**src/rtl/mem_stage_pkg.sv**
```systemverilog
`default_nettype none
// ============================================================================
// Module   : mem_stage_pkg
// Purpose  : Shared types and constants for the MEM pipeline stage. Holds the
//            access FSM state encoding, the RISC-V load/store funct3 size
//            codes and the default data-memory timeout.
// Ports    : none (package)
// Revision : 1.0 - initial release
// ============================================================================
package mem_stage_pkg;

  // Access FSM: wait for an access, wait for the memory, release the pipe.
  typedef enum logic [1:0] {
    IDLE = 2'd0,
    BUSY = 2'd1,
    DONE = 2'd2
  } state_e;

  // funct3 size/sign codes. Any other code is handled as a full word.
  localparam logic [2:0] F3_B  = 3'b000;
  localparam logic [2:0] F3_H  = 3'b001;
  localparam logic [2:0] F3_W  = 3'b010;
  localparam logic [2:0] F3_BU = 3'b100;
  localparam logic [2:0] F3_HU = 3'b101;

  // Cycles spent in BUSY without an ack before the access is abandoned.
  localparam int unsigned DEFAULT_TIMEOUT_CYC = 64;

  function automatic logic is_byte_op(input logic [2:0] f3);
    return (f3 == F3_B) || (f3 == F3_BU);
  endfunction

  function automatic logic is_half_op(input logic [2:0] f3);
    return (f3 == F3_H) || (f3 == F3_HU);
  endfunction

endpackage : mem_stage_pkg
`default_nettype wire

```
**src/rtl/dmem_lane_align.sv**
```systemverilog
`default_nettype none
// ============================================================================
// Module   : dmem_lane_align
// Purpose  : Purely combinational byte-lane steering for the MEM stage.
//            Load side : picks the byte/half/word out of the raw memory word
//                        and sign- or zero-extends it.
//            Store side: produces byte enables and replicates the store data
//                        into every lane so the memory can pick any of them.
// Ports    : ld_funct3_i [3]  load size/sign code
//            ld_lane_i   [2]  load byte offset (addr[1:0])
//            rdata_i     [32] raw word from memory
//            ld_data_o   [32] aligned, extended load data
//            st_funct3_i [3]  store size code
//            st_lane_i   [2]  store byte offset (addr[1:0])
//            wdata_i     [32] store data (rs2)
//            st_be_o     [4]  store byte enables
//            st_wdata_o  [32] lane-replicated store data
// Revision : 1.0 - initial release
// ============================================================================
module dmem_lane_align
  import mem_stage_pkg::*;
(
  input  logic [2:0]  ld_funct3_i,
  input  logic [1:0]  ld_lane_i,
  input  logic [31:0] rdata_i,
  output logic [31:0] ld_data_o,
  input  logic [2:0]  st_funct3_i,
  input  logic [1:0]  st_lane_i,
  input  logic [31:0] wdata_i,
  output logic [3:0]  st_be_o,
  output logic [31:0] st_wdata_o
);

  logic [7:0]  byte_sel;
  logic [15:0] half_sel;

  // Load lane selection and extension.
  always_comb begin
    byte_sel  = rdata_i[7:0];
    half_sel  = rdata_i[15:0];
    ld_data_o = rdata_i;

    case (ld_lane_i)
      2'd0:    byte_sel = rdata_i[7:0];
      2'd1:    byte_sel = rdata_i[15:8];
      2'd2:    byte_sel = rdata_i[23:16];
      default: byte_sel = rdata_i[31:24];
    endcase

    // Halfwords only look at addr[1]; addr[0] is the misalignment bit.
    half_sel = ld_lane_i[1] ? rdata_i[31:16] : rdata_i[15:0];

    case (ld_funct3_i)
      F3_B:    ld_data_o = {{24{byte_sel[7]}}, byte_sel};
      F3_BU:   ld_data_o = {24'h0, byte_sel};
      F3_H:    ld_data_o = {{16{half_sel[15]}}, half_sel};
      F3_HU:   ld_data_o = {16'h0, half_sel};
      default: ld_data_o = rdata_i;
    endcase
  end

  // Store byte enables and data replication.
  always_comb begin
    st_be_o    = 4'hF;
    st_wdata_o = wdata_i;

    case (st_funct3_i)
      F3_B: begin
        st_be_o    = 4'b0001 << st_lane_i;
        st_wdata_o = {4{wdata_i[7:0]}};
      end
      F3_H: begin
        st_be_o    = 4'b0011 << {st_lane_i[1], 1'b0};
        st_wdata_o = {2{wdata_i[15:0]}};
      end
      default: begin
        st_be_o    = 4'hF;
        st_wdata_o = wdata_i;
      end
    endcase
  end

endmodule : dmem_lane_align
`default_nettype wire

```
**src/rtl/mem_access_stage.sv**
```systemverilog
`default_nettype none
// ============================================================================
// Module   : mem_access_stage
// Purpose  : MEM stage of the 5-stage pipeline. Issues loads and stores to a
//            variable-latency data memory over a req/ack handshake, stalls
//            the upstream pipe until the access finishes, and hands aligned,
//            extended load data to the MEM/WB register.
// Config   : MEM_ALIGN_CHECK_EN - when defined, misaligned half/word accesses
//            are refused (no request) and flagged on misalign_o.
// Params   : TIMEOUT_CYC - BUSY cycles without ack before abort (1..255)
// Ports    : clk_i, rst_i (async, active-high)
//            mem_read_i, mem_write_i, funct3_i[3], addr_i[32], wdata_i[32]
//            stall_o, dm_o[32], err_o
//            dmem_req_o, dmem_we_o, dmem_addr_o[32], dmem_wdata_o[32],
//            dmem_be_o[4], dmem_ack_i, dmem_rdata_i[32]
//            misalign_o (MEM_ALIGN_CHECK_EN only)
// Revision : 1.0 - initial release
// ============================================================================
module mem_access_stage
  import mem_stage_pkg::*;
#(
  parameter int unsigned TIMEOUT_CYC = DEFAULT_TIMEOUT_CYC
) (
  input  logic        clk_i,
  input  logic        rst_i,
  input  logic        mem_read_i,
  input  logic        mem_write_i,
  input  logic [2:0]  funct3_i,
  input  logic [31:0] addr_i,
  input  logic [31:0] wdata_i,
  output logic        stall_o,
  output logic [31:0] dm_o,
  output logic        err_o,
  output logic        dmem_req_o,
  output logic        dmem_we_o,
  output logic [31:0] dmem_addr_o,
  output logic [31:0] dmem_wdata_o,
  output logic [3:0]  dmem_be_o,
  input  logic        dmem_ack_i,
  input  logic [31:0] dmem_rdata_i
`ifdef MEM_ALIGN_CHECK_EN
  ,
  output logic        misalign_o
`endif
);

  localparam logic [7:0] TIMEOUT_LIM = 8'(TIMEOUT_CYC);

  state_e      state_q, state_d;
  logic        req_q, req_d;
  logic        we_q, we_d;
  logic [31:0] addr_q, addr_d;
  logic [31:0] wdata_q, wdata_d;
  logic [3:0]  be_q, be_d;
  logic [2:0]  f3_q, f3_d;
  logic [1:0]  lane_q, lane_d;
  logic [31:0] dm_q, dm_d;
  logic        err_q, err_d;
  logic [7:0]  cnt_q, cnt_d;

  logic        access;
  logic        misaligned;
  logic [31:0] ld_data;
  logic [3:0]  st_be;
  logic [31:0] st_wdata;

  // A simultaneous read+write is a store; mem_write_i alone decides we.
  assign access = mem_read_i | mem_write_i;

`ifdef MEM_ALIGN_CHECK_EN
  logic misalign_q, misalign_d;

  always_comb begin
    misaligned = 1'b0;
    if (is_byte_op(funct3_i)) begin
      misaligned = 1'b0;
    end else if (is_half_op(funct3_i)) begin
      misaligned = addr_i[0];
    end else begin
      misaligned = (addr_i[1:0] != 2'b00);
    end
  end

  always_ff @(posedge clk_i or posedge rst_i) begin
    if (rst_i) begin
      misalign_q <= 1'b0;
    end else begin
      misalign_q <= misalign_d;
    end
  end

  assign misalign_o = misalign_q;
`else
  assign misaligned = 1'b0;
`endif

  // Load side works on the captured size/lane so it does not depend on the
  // upstream register staying frozen; store side works on the live inputs
  // because the request is built in IDLE.
  dmem_lane_align u_lane_align (
    .ld_funct3_i (f3_q),
    .ld_lane_i   (lane_q),
    .rdata_i     (dmem_rdata_i),
    .ld_data_o   (ld_data),
    .st_funct3_i (funct3_i),
    .st_lane_i   (addr_i[1:0]),
    .wdata_i     (wdata_i),
    .st_be_o     (st_be),
    .st_wdata_o  (st_wdata)
  );

  always_ff @(posedge clk_i or posedge rst_i) begin
    if (rst_i) begin
      state_q <= IDLE;
      req_q   <= 1'b0;
      we_q    <= 1'b0;
      addr_q  <= 32'h0;
      wdata_q <= 32'h0;
      be_q    <= 4'h0;
      f3_q    <= 3'b000;
      lane_q  <= 2'b00;
      dm_q    <= 32'h0;
      err_q   <= 1'b0;
      cnt_q   <= 8'h0;
    end else begin
      state_q <= state_d;
      req_q   <= req_d;
      we_q    <= we_d;
      addr_q  <= addr_d;
      wdata_q <= wdata_d;
      be_q    <= be_d;
      f3_q    <= f3_d;
      lane_q  <= lane_d;
      dm_q    <= dm_d;
      err_q   <= err_d;
      cnt_q   <= cnt_d;
    end
  end

  always_comb begin
    state_d = state_q;
    req_d   = req_q;
    we_d    = we_q;
    addr_d  = addr_q;
    wdata_d = wdata_q;
    be_d    = be_q;
    f3_d    = f3_q;
    lane_d  = lane_q;
    dm_d    = dm_q;
    err_d   = 1'b0;
    cnt_d   = cnt_q;
    stall_o = 1'b0;
`ifdef MEM_ALIGN_CHECK_EN
    misalign_d = 1'b0;
`endif

    case (state_q)
      IDLE: begin
        if (access && !misaligned) begin
          // Stall must be visible in this very cycle so EX/MEM holds.
          stall_o = 1'b1;
          req_d   = 1'b1;
          we_d    = mem_write_i;
          addr_d  = {addr_i[31:2], 2'b00};
          wdata_d = st_wdata;
          be_d    = mem_write_i ? st_be : 4'hF;
          f3_d    = funct3_i;
          lane_d  = addr_i[1:0];
          cnt_d   = 8'h0;
          state_d = BUSY;
        end
`ifdef MEM_ALIGN_CHECK_EN
        else if (access) begin
          misalign_d = 1'b1;
        end
`endif
      end

      BUSY: begin
        stall_o = 1'b1;
        if (dmem_ack_i) begin
          req_d   = 1'b0;
          we_d    = 1'b0;
          cnt_d   = 8'h0;
          state_d = DONE;
          if (!we_q) begin
            dm_d = ld_data;
          end
        end else if (cnt_q == TIMEOUT_LIM - 8'd1) begin
          // This is the TIMEOUT_CYC-th BUSY cycle with no ack: give up.
          req_d   = 1'b0;
          we_d    = 1'b0;
          err_d   = 1'b1;
          dm_d    = 32'h0;
          cnt_d   = 8'h0;
          state_d = DONE;
        end else begin
          cnt_d = cnt_q + 8'd1;
        end
      end

      DONE: begin
        // Pipeline advances on this edge; the inputs still show the old
        // instruction, so they must not start another access.
        state_d = IDLE;
      end

      default: begin
        state_d = IDLE;
      end
    endcase
  end

  assign dm_o         = dm_q;
  assign err_o        = err_q;
  assign dmem_req_o   = req_q;
  assign dmem_we_o    = we_q;
  assign dmem_addr_o  = addr_q;
  assign dmem_wdata_o = wdata_q;
  assign dmem_be_o    = be_q;

endmodule : mem_access_stage
`default_nettype wire

```
**config.mk**
```make
export PLATFORM = sky130hd
export DESIGN_NAME = mem_access_stage
export DESIGN_NICKNAME = d
export VERILOG_FILES = /design/src/rtl/mem_stage_pkg.sv /design/src/rtl/dmem_lane_align.sv /design/src/rtl/mem_access_stage.sv
export SDC_FILE = /design/constraint.sdc
export NUM_CORES = 1
export LEC_CHECK = 0
export ABC_AREA = 1
export BUFFER_PORTS_ARGS = -buffer_cell sky130_fd_sc_hd__buf_4
export CAP_MARGIN = 5
export CORE_MARGIN = 2
export CORE_UTILIZATION = 45
export DETAILED_ROUTE_END_ITERATION = 8
export PLACE_DENSITY = 0.79
export RECOVER_POWER = 25
export REMOVE_ABC_BUFFERS = 1
export SETUP_SLACK_MARGIN = 0.02
export SLEW_MARGIN = 5
export SYNTH_ARGS = -nofsm -noshare
export SYNTH_HDL_FRONTEND = slang
export SYNTH_SLANG_ARGS = --single-unit
```
**constraint.sdc**
```tcl
create_clock -name clk_i -period 4.85 [get_ports clk_i]
set_input_delay 0.2425 -clock clk_i [delete_from_list [all_inputs] [get_ports clk_i]]
set_output_delay 0.2425 -clock clk_i [all_outputs]
set_load 0.05 [all_outputs]
```
* Word level (Yosys, flattened, before mapping)
Cells that the tools add are included.
Cells by class: add/sub/neg operators 1, equality and inequality tests 11, shift operators 2, mux-type cells 28, bitwise logic cells 1, reductions and logical operators 11
Operators by type and width (number):
- case mux 32 bit (4 select lines) | 1
- two-way mux 32 bit | 3
- case mux 32 bit (2 select lines) | 1
- two-way mux 8 bit | 3
- case mux 8 bit (3 select lines) | 1
- two-way mux 16 bit | 1
- case mux 8 bit (2 select lines) | 1
- adder 8 x 1 -> 8 bit (second input constant) | 1
- == test 8 x 6 -> 1 bit (second input constant) | 1
- two-way mux 1 bit | 8
- case mux 4 bit (2 select lines) | 1
- == test 3 x 1 -> 1 bit (second input constant) | 2
- == test 3 bit (second input constant) | 2
- zero test 3 bit | 2
- two-way mux 2 bit | 3
- case mux 1 bit (2 select lines) | 3
- AND reduction 2 bit | 3
- AND reduction 3 bit | 2
- == test 2 x 1 -> 1 bit (second input constant) | 2
- zero test 2 bit | 2
- two-way mux 4 bit | 1
- != test 2 bit (second input constant) | 2
- case mux 2 bit (2 select lines) | 1
- nonzero test 2 bit | 2
- other kinds (5) | 5
Storage, ports and cells: bits in registers 116, output and inout bits 104, word-level logic and storage cells 65

* Depth between registers and ports, before layout
Gate-level depths: netlist of run 1.
word-level depth 5, depth in mapped cells 9, mapped depth without buffers 9

* By module
Synthesis of run 1 repeated with hierarchy kept, for this count alone.
Unflattened totals: cell total of the unflattened synthesis 880, area, all modules 6278.5 µm²
By module, submodules not included:
- mem_access_stage | instances 1, cells each 603, area each 4894.7 µm², sequential area each 2902.8 µm²
- dmem_lane_align | instances 1, cells each 277, area each 1383.8 µm², sequential area each 0.0 µm²

* Worst setup path after synthesis of run 1
Ideal clock, no wire load.
path type flip-flop to flip-flop, start reg cnt_q[0], end reg dm_q[0] (netlist: dm_o[0]), data arrival time 1.275 ns, required time 4.732 ns, setup slack 3.457 ns, stages on the path, launching flop included 10, cells stage by stage dfrtp_1 -> ha_1 -> nand2_1 -> nor2_2 -> nand3_4 -> nand2_4 -> inv_4 -> buf_6 -> nand2_1 -> nand2_1
On the way: longest elaborated chain between the ends 3
RTL lines:
- start: declaration | line mem_access_stage.sv:59 | logic [7:0] cnt_q, cnt_d;
- start signal: assignment | line mem_access_stage.sv:136 | cnt_q <= cnt_d;
- == test 8 x 6 -> 1 bit | line mem_access_stage.sv:189 | end else if (cnt_q == TIMEOUT_LIM - 8'd1) begin
- nonzero test 2 bit (no source line)
- AND reduction 3 bit (no source line)
- end signal: assignment | line mem_access_stage.sv:134 | dm_q <= dm_d;
- end: declaration | line mem_access_stage.sv:57 | logic [31:0] dm_q, dm_d;
Every way passes these cells. A chain may end at the register's enable or synchronous reset.

==> impl_metrics.yaml, run 1 <==
outcome:
  outcome: "complete, but fails checks"
  violations: "capacitance limit, slew limit"
finish:
  area_growth_pct: 37.6
  regArea_um2: 2900
  diodes: 0
  fin_area_um2: 7780
  finalNonFillerCells: 1107
  fin_util: 0.640
  n_fill_cell: 1091
  multiInputGateArea_um2: 2400
  nNetsFinal: 1031
  drive_gt1_frac: 0.284
placement:
  place_area_um2: 7210
  gp_congestion: 0.870
  dpl.hpwl_um: 11400
  io_buffer_count: 205
  dpl.cell_count: 1075
sta:
  setup_viol: 0
  fin_crit_ns: 2.54
  final-max-slew-violation-count: 83
  fin_crit_sh: 0.524
  finalClockSkew_ns: 0.00831
  tightest_slew_ns: 3.62
  rsz0062_at_grt: "false"
  max_freq_ghz: 0.393
  hold_viol: 0
  relSlewSlack: -1.42
  tns_ns: 0
cts:
  cts.sinks: 116
  clock_path_buffers: 2
  clk_latency_ns: 0.40
  ctsHoldBuffers: 0
  cts_tree: "built"
  cts_resized: 0
  htreeDepth: 4
  cts_buffers: 17
  cts_setup_buffers: 0
  root_buffer: "clkbuf_16"
  path_clk_slew_ns: 0.06
grt:
  grt_overflow_total: 0
  grt_pass1_wl_um: 26000
  grt_usage: 0.249
  first_global_vias: 5243
  grt_max_degree: 83
  antenna_found_initial: 0
critical_path:
  cp_slowest_stage_delay_ns: 2.01
  critical_path_buf_inv_count: 2
  worstPathCellList: "clkbuf_4, clkinvlp_2"
  critPathArrivalTime_ns: 2.44
  cp_max_fo: 82
  cp.required_ns: 4.74
  crit_path_start_kind: "primary input"
  rrSetupSlack_ns: 2.73
  end_kind: "asynchronous set/reset pin"
  cp_top_family: "buffers and inverters"
  slowest_stage: "clkinvlp_2"
  path_class: "in2async"
yosys:
  synth_seq_area_share: 0.513
  synth_cell_types: 32
  ys_ff_latch: 116
  yosysWarnings: 0
  netlist_instances: 734
  avgSynthCellArea_um2: 7.70
  netlist_area_um2: 5660
power_and_ir_drop:
  p_seq_frac: 0.274
  total_power_mw: 6.28
  switchingPower_mw: 3.21
  power_frac_comb: 0.534
  clockPowerShare: 0.191
  p_leak_nw: 4.13
  intPower_mw: 3.08
  swShare: 0.510
  pwr_density_cell_nw_per_um2: 807
  ir_drop_mv: 0.479
route:
  vias: 5602
  wl_um: 16400
  first_pass_iters: 5
  via_per_inst: 5.06
  wire_per_inst_um: 14.8
  drt_iter0_drc: 424
  drc: 0
  ant_nets: 0
floorplan:
  dieArea_um2: 13500
  core-area_um2: 12200
  num_rows: 40
  start_util: 0.465
  die_width_um: 116
  boundaryPins: 208
  die_y_um: 116
min_path:
  hold_class: "in2reg"
run:
  max-cap-violations: 1
## layer usage
metal	wire, µm	share of wire	vias up	global-route usage
li1	-	-	2719	-
met1	6620	0.40	2594	0.319
met2	7730	0.47	266	0.397
met3	1770	0.11	23	0.0965
met4	253	0.015	0	0.0738
met5	0	0	-	0
## cell usage in the layout, fill, tap and decap left out, types with 2 or more instances in the layout
master,count
xor2_1,2
inv_4,2
nand2_4,3
clkinv_4,2
inv_1,29
dfrtp_1,116
o21ai_0,68
a21oi_1,37
clkbuf_8,2
nor2_4,2
o21a_1,2
nand2_1,324
nand2_2,12
nor2_2,4
nor2_1,43
o211ai_1,4
inv_6,4
nand3_1,14
buf_4,204
nand4_1,4
conb_1,2
inv_2,4
clkbuf_16,17
o21ai_1,6
a31oi_1,14
clkinvlp_4,5
clkbuf_1,2
## final timing paths
path | startpoint | end | cells past startpoint
min | addr_i[6] | dmem_addr_o[6] | 3
max | rst_i | dmem_wdata_o[23] | 2
min reg2reg | dm_o[2] | dm_o[2] | 2
max reg2reg | state_q[0] | dmem_be_o[0] | 5
min in group asynchronous | rst_i | dm_o[20] | 2
max in group clk_i | state_q[0] | stall_o | 5
## through the flow
step	setup slack, ns	hold slack (ns)
4_1_cts	2.59	0.0143
6_report	2.31	0.0273
3_5_place_dp	2.68	0.441
2_1_floorplan	1.54	0.352
5_1_grt	1.67	0.0160
3_3_place_gp	2.76	0.436
## worst reg2reg max path, cell delays in order, from the launching register on
cell and delay, ns:
dfrtp_1 0.38, nor2_1 0.13, nand2_2 0.08, inv_2 0.78, o21ai_0 0.44, o211ai_1 0.23
## area by class of cell
| type | count | share of cell area |
|---|---|---|
| sequential | 116 | 0.373 |
| multi-input combinational | 547 | 0.308 |
| timing repair buffer | 207 | 0.199 |
| clock buffer | 19 | 0.0582 |
| tap | 168 | 0.0270 |
| inverter | 37 | 0.0186 |
| clock inverter | 13 | 0.0161 |
## registers in the layout, summed over array words and instances, names as in the netlist
name and cells:
dmem_wdata_o 32, dmem_we_o 1, cnt_q 8, state_q 2
err_o 1, dmem_addr_o 30, dmem_be_o 4, f3_q 3
dm_o 32, lane_q 2, dmem_req_o 1
## power groups by stage
stage,sequential [mW],combinational [mW],clock [mW]
after floorplan,3.01,0.994,0
after global placement,1.71,3.33,0
after detailed placement,1.72,3.37,0
after CTS,1.72,3.38,1.22
after global routing,1.77,3.62,1.27
final,1.72,3.36,1.20
## synthesized netlist by cell type (all sizes together)
cell type,n,share of area
nand2,339,0.23
o211ai,4,0.0053
dfrtp,116,0.51
nor3,1,0.00088
xor2,2,0.0031
inv,36,0.025
clkbuf,11,0.0073
clkinv,1,0.00066
a21oi,37,0.033
o21a,2,0.0027
or2,1,0.0011
nand3b,1,0.0013
a22o,1,0.0015
nor2,49,0.037
ha,1,0.0022
buf,24,0.031
conb,1,0.00066
nand4,4,0.0044
o21ai,74,0.065
nand3,15,0.015
a31oi,14,0.015
## logic make-up after synthesis
| family | count (synthesis) | synth area share |
|---|---|---|
| DFF | 116 | 0.513 |
| xor gates and xnor gates | 2 | 0.00310 |
| AOI/OAI and AO/OA | 132 | 0.123 |
| other | 1 | 0.000663 |
| and+or+nand+nor | 410 | 0.294 |
| buffers and inverters | 72 | 0.0635 |
| adders and majority gates | 1 | 0.00221 |
Note: power is estimated with default switching activity, not from simulation.
==> run 2: changes to the inputs <==
Settings changed: ABC_AREA 1 to 0, CORE_UTILIZATION 45 to 44, PLACE_DENSITY 0.79 to 0.81.
Clock period 4.85 ns to 2.3 ns, I/O delays scaled along.
==> impl_metrics.yaml, run 2 <==
sta:
  rsz0062_at_grt: "false"
  final-max-slew-violation-count: 0
  finalClockSkew_ns: 0.00745
  layout_setup_ws_ns: 0.214
  setup_viol: 0
  tightest_slew_ns: 1.37
  fin_crit_ns: 2.09
  max_freq_ghz: 0.479
  fin_crit_sh: 0.907
  relSlewSlack: 0.0803
  hold_viol: 0
yosys:
  netlist_area_um2: 5350
  synth.largest_area_cell: "dfrtp_1"
  yosys_most_used_dff: "dfrtp_1"
  yosysTopAreaCellShare: 0.543
  netlist_instances: 563
  synth_edf_count: 0
  synth_cell_types: 47
  synth_seq_area_share: 0.543
  avgSynthCellArea_um2: 9.50
  synth_most_common_cell: "nand2_1"
  async_flop_share: 1.00
  netlist_top_cells_count: "195 x nand2_1, 116 x dfrtp_1, 62 x o21ai_0, 31 x mux2i_1, 18 x clkbuf_1"
  yosysWarnings: 0
  synth.area.top_cells: "dfrtp_1 54%, nand2_1 14%, mux2i_1 5.8%"
  ys_ff_latch: 116
power_and_ir_drop:
  swShare: 0.478
  power_frac_comb: 0.517
  intPower_mw: 6.98
  clockPowerShare: 0.210
  switchingPower_mw: 6.38
  total_power_mw: 13.4
  p_seq_frac: 0.273
  ir_drop_mv: 0.888
  p_leak_nw: 4.15
  pwr_density_cell_nw_per_um2: 1610
critical_path:
  critPathArrivalTime_ns: 1.97
  crit_path_start_kind: "flop"
  rrSetupSlack_ns: 0.40
  slowest_stage: "nor3_1"
  cp_max_fo: 10
  cp.required_ns: 2.18
  path_class: "reg2out"
  cp_slowest_stage_delay_ns: 0.53
  end_kind: "primary output"
  reg2regPathDepth: 5
  worstPathCellList: "nor3_1, or2_2, inv_1, buf_4"
placement:
  dpl.cell_count: 895
  dpl.hpwl_um: 11200
  place_area_um2: 7040
  io_buffer_count: 205
  dp_slack_ns: 0.432
  gp_congestion: 0.826
finish:
  n_fill_cell: 870
  final_common_cell: "buf_4"
  nNetsFinal: 933
  drive_gt1_frac: 0.320
  fin_area_um2: 8270
  multiInputGateArea_um2: 2270
  final_cell_mix: "215 x buf_4, 195 x nand2_1, 116 x dfrtp_1"
  finalNonFillerCells: 988
  area_growth_pct: 54.7
  regArea_um2: 2900
  diodes: 0
route:
  wl_um: 16700
  wire_per_inst_um: 16.9
  vias: 5208
  drc: 0
  first_pass_iters: 5
  via_per_inst: 5.27
  drt_iter0_drc: 359
  ant_nets: 0
cts:
  clock_path_buffers: 2
  cts.sinks: 116
  clk_latency_ns: 0.41
  path_clk_slew_ns: 0.05
  cts_tree: "built"
  root_buffer: "clkbuf_16"
  cts_buffers: 17
  htreeDepth: 4
grt:
  grt_max_degree: 66
  grt_pass1_wl_um: 26500
  grt_overflow_total: 0
  antenna_found_initial: 0
  first_global_vias: 5349
  grt_usage: 0.260
min_path:
  hold_class: "in2reg"
  holdPathStages: 3
floorplan:
  boundaryPins: 208
  die_width_um: 114
  dieArea_um2: 13100
  die_y_um: 114
  start_util: 0.447
  core-area_um2: 12000
  num_rows: 40
run:
  max-cap-violations: 0
outcome:
  outcome: "finished clean"
[run 2: through the flow]
step	setup TNS (ns)	utilization	hold slack [ns]
global placement	0	0.589	0.131
global route	0	0.692	0.0196
floorplan	-104.93	-	0.220
finish	0	0.692	0.0101
CTS	0	0.692	0.000563
detailed placement	0	0.589	0.141
[run 2: critical path, delay by kind of cell, from the launching register on]
kind | cells | cell delay (ns)
flops | 1 | 0.49
buf+inv | 2 | 0.30
simple gates | 2 | 0.79
[run 2: path summary, 6_finish.rpt]
check / start / endpoint
min: wdata_i[19] / dmem_wdata_o[19]
min in group asynchronous: rst_i / dmem_addr_o[31]
min reg2reg: dmem_addr_o[29] / dmem_addr_o[29]
max reg2reg: state_q[1] / dm_o[26]
max in group asynchronous: rst_i / dm_o[7]
max: state_q[0] / stall_o
[run 2: layer usage]
metal  vias up  part of all wire  GRT usage
li1       2439                 -          -
met1      2463              0.39      0.302
met2       260              0.51      0.448
met3        46             0.071     0.0693
met4         0             0.030      0.120
met5         -                 0          0
[run 2: kinds of logic after synthesis]
logic type,after synthesis,synth area share
buffers and inverters,40,0.0353
muxes,40,0.0776
AOI/OAI and AO/OA,114,0.136
DFF,116,0.543
adders and majority gates,1,0.00234
xor gates and xnor gates,4,0.00655
other,1,0.000701
and+or+nand+nor,247,0.199
[run 2: repair_timing]
item / in CTS / in global routing
endpoints found under the hold margin: 89 / 0
buffers inserted: 0 / 0
resized for setup: 0 / 0
hold buffers: 61 / 0
[run 2: layout make-up]
type | instances | share of cell area
Clock inverter | 12 | 0.0224
Clock buffer | 20 | 0.0528
Timing Repair Buffer | 279 | 0.275
Multi-Input combinational cell | 408 | 0.274
Tap cell | 147 | 0.0222
Inverter | 6 | 0.00287
Sequential cell | 116 | 0.351
[run 2: power groups by stage]
| stage | logic (mW) | registers [mW] | clock network, mW |
|---|---|---|---|
| after floorplan | 1.79 | 6.31 | 0 |
| after global placement | 6.63 | 3.59 | 0 |
| after detailed placement | 6.79 | 3.63 | 0 |
| after CTS | 6.88 | 3.62 | 2.85 |
| after global routing | 7.32 | 3.74 | 2.95 |
| final | 6.90 | 3.65 | 2.81 |
==> run 3: changes to the inputs <==
Settings changed: CORE_UTILIZATION 44 to 40, CTS_CLUSTER_DIAMETER set to 100, PLACE_DENSITY 0.81 to 0.75.
==> impl_metrics.yaml, run 3 (synthesis gave the netlist of run 2 again) <==
sta:
  finalClockSkew_ns: 0.00675
  tightest_slew_ns: 1.51
  whs_ns: 0.00853
  final-max-slew-violation-count: 37
  fin_crit_ns: 2.07
  hold_viol: 0
  setup_viol: 0
  tns_ns: 0
  max_freq_ghz: 0.483
  relSlewSlack: -0.00949
  fin_crit_sh: 0.901
  rsz0062_at_grt: "false"
placement:
  dpl.cell_count: 925
  dpl.hpwl_um: 10900
  gp_congestion: 0.839
  io_buffer_count: 205
  place_area_um2: 7070
min_path:
  hold_class: "in2reg"
  holdPathStages: 3
finish:
  area_growth_pct: 56.9
  drive_gt1_frac: 0.317
  n_fill_cell: 1067
  diodes: 0
  finalNonFillerCells: 1025
  nNetsFinal: 941
  final_cell_mix: "216 x buf_4, 195 x nand2_1, 116 x dfrtp_1"
  fin_area_um2: 8400
  fin_util: 0.639
  final_common_cell: "buf_4"
critical_path:
  cp_max_fo: 10
  critPathArrivalTime_ns: 1.96
  reg2regPathDepth: 4
  worstPathCellList: "nor3_1, or2_2, inv_1, buf_4"
  cp.required_ns: 2.18
  path_class: "reg2out"
  cp_slowest_stage_delay_ns: 0.51
  crit_path_start_kind: "flop"
  critical_path_buf_inv_count: 2
  slowest_stage: "nor3_1"
  path_depth: 4
  end_kind: "primary output"
  cp_top_family: "simple AND/OR/NAND/NOR gates"
grt:
  first_global_vias: 5424
  grt_max_degree: 62
  grt_usage: 0.232
  grt_pass1_wl_um: 26300
  grt_overflow_total: 0
  antenna_found_initial: 0
outcome:
  violations: "capacitance limit, slew limit"
  outcome: "complete, but fails checks"
floorplan:
  die_y_um: 120
  core-area_um2: 13100
  num_rows: 42
  start_util: 0.407
  dieArea_um2: 14300
  boundaryPins: 208
  die_width_um: 120
cts:
  cts.sinks: 116
  clock_path_buffers: 2
  htreeDepth: 4
  cts_buffers: 17
  cts_tree: "built"
  path_clk_slew_ns: 0.05
  root_buffer: "clkbuf_16"
  cts_setup_buffers: 0
  clk_latency_ns: 0.41
route:
  ant_nets: 0
  vias: 5241
  via_per_inst: 5.11
  wl_um: 16200
  wire_per_inst_um: 15.8
  drt_iter0_drc: 306
  first_pass_iters: 5
  drc: 0
run:
  max-cap-violations: 1
power_and_ir_drop:
  ir_drop_mv: 0.818
  p_leak_nw: 4.18
  pwr_density_cell_nw_per_um2: 1590
run 3: repair_timing:
action                                 in CTS  in global routing
endpoints found under the hold margin     103                  0
setup endpoints to repair                   0                  0
hold buffers                               68                  0
gates resized for setup                     0                  0
run 3: per-layer routing:
layer / share of wire / track usage / wire length (µm) / up-vias
met5: 0 / 0 / 0 / -
met4: 0.022 / 0.0941 / 352 / 0
met3: 0.066 / 0.0661 / 1070 / 29
met2: 0.52 / 0.404 / 8360 / 228
met1: 0.40 / 0.269 / 6420 / 2521
li1: - / - / - / 2463
run 3: tightest hold or removal path, delay by kind of cell:
family                 cells  cell delay [ns]
muxes                      1             0.05
AOI/OAI and AO/OA          1             0.13
buffers and inverters      1             0.08
run 3: final cells by class:
class | count | area (µm²) | share of cell area
clock inverters | 8 | 145 | 0.0173
repair buffers | 287 | 2330 | 0.278
inverters | 6 | 22.5 | 0.00268
well taps | 176 | 220 | 0.0262
clock buffers | 24 | 502 | 0.0598
flip-flops and latches | 116 | 2900 | 0.346
multi-input cells | 408 | 2270 | 0.270
run 3: path summary, 6_finish.rpt:
path,startpoint,end,slack (ns)
setup / recovery,state_q[0],stall_o,0.23
hold / removal,wdata_i[20],dmem_wdata_o[20],0.009
setup reg to reg,state_q[1],dm_o[29],0.27
hold reg to reg,dmem_wdata_o[28],dmem_wdata_o[28],0.48
max in group asynchronous,rst_i,dmem_addr_o[30],0.40
min in group asynchronous,rst_i,dmem_addr_o[27],0.72
run 3: where the power goes:
group | leakage (nW) | switching, mW | total (mW) | internal [mW]
logic | 2.42 | 4.75 | 6.88 | 2.13
clock network | 0.312 | 0.912 | 2.87 | 1.95
registers | 1.44 | 0.638 | 3.57 | 2.94
total | 4.18 | 6.30 | 13.3 | 7.02
run 3: through the flow:
stage	setup slack (ns)	total power, mW
finish	0.228	13.3
global route	0.0409	14.0
CTS	0.227	13.4
detailed placement	0.299	10.4
global placement	0.444	10.2
floorplan	-0.887	8.10
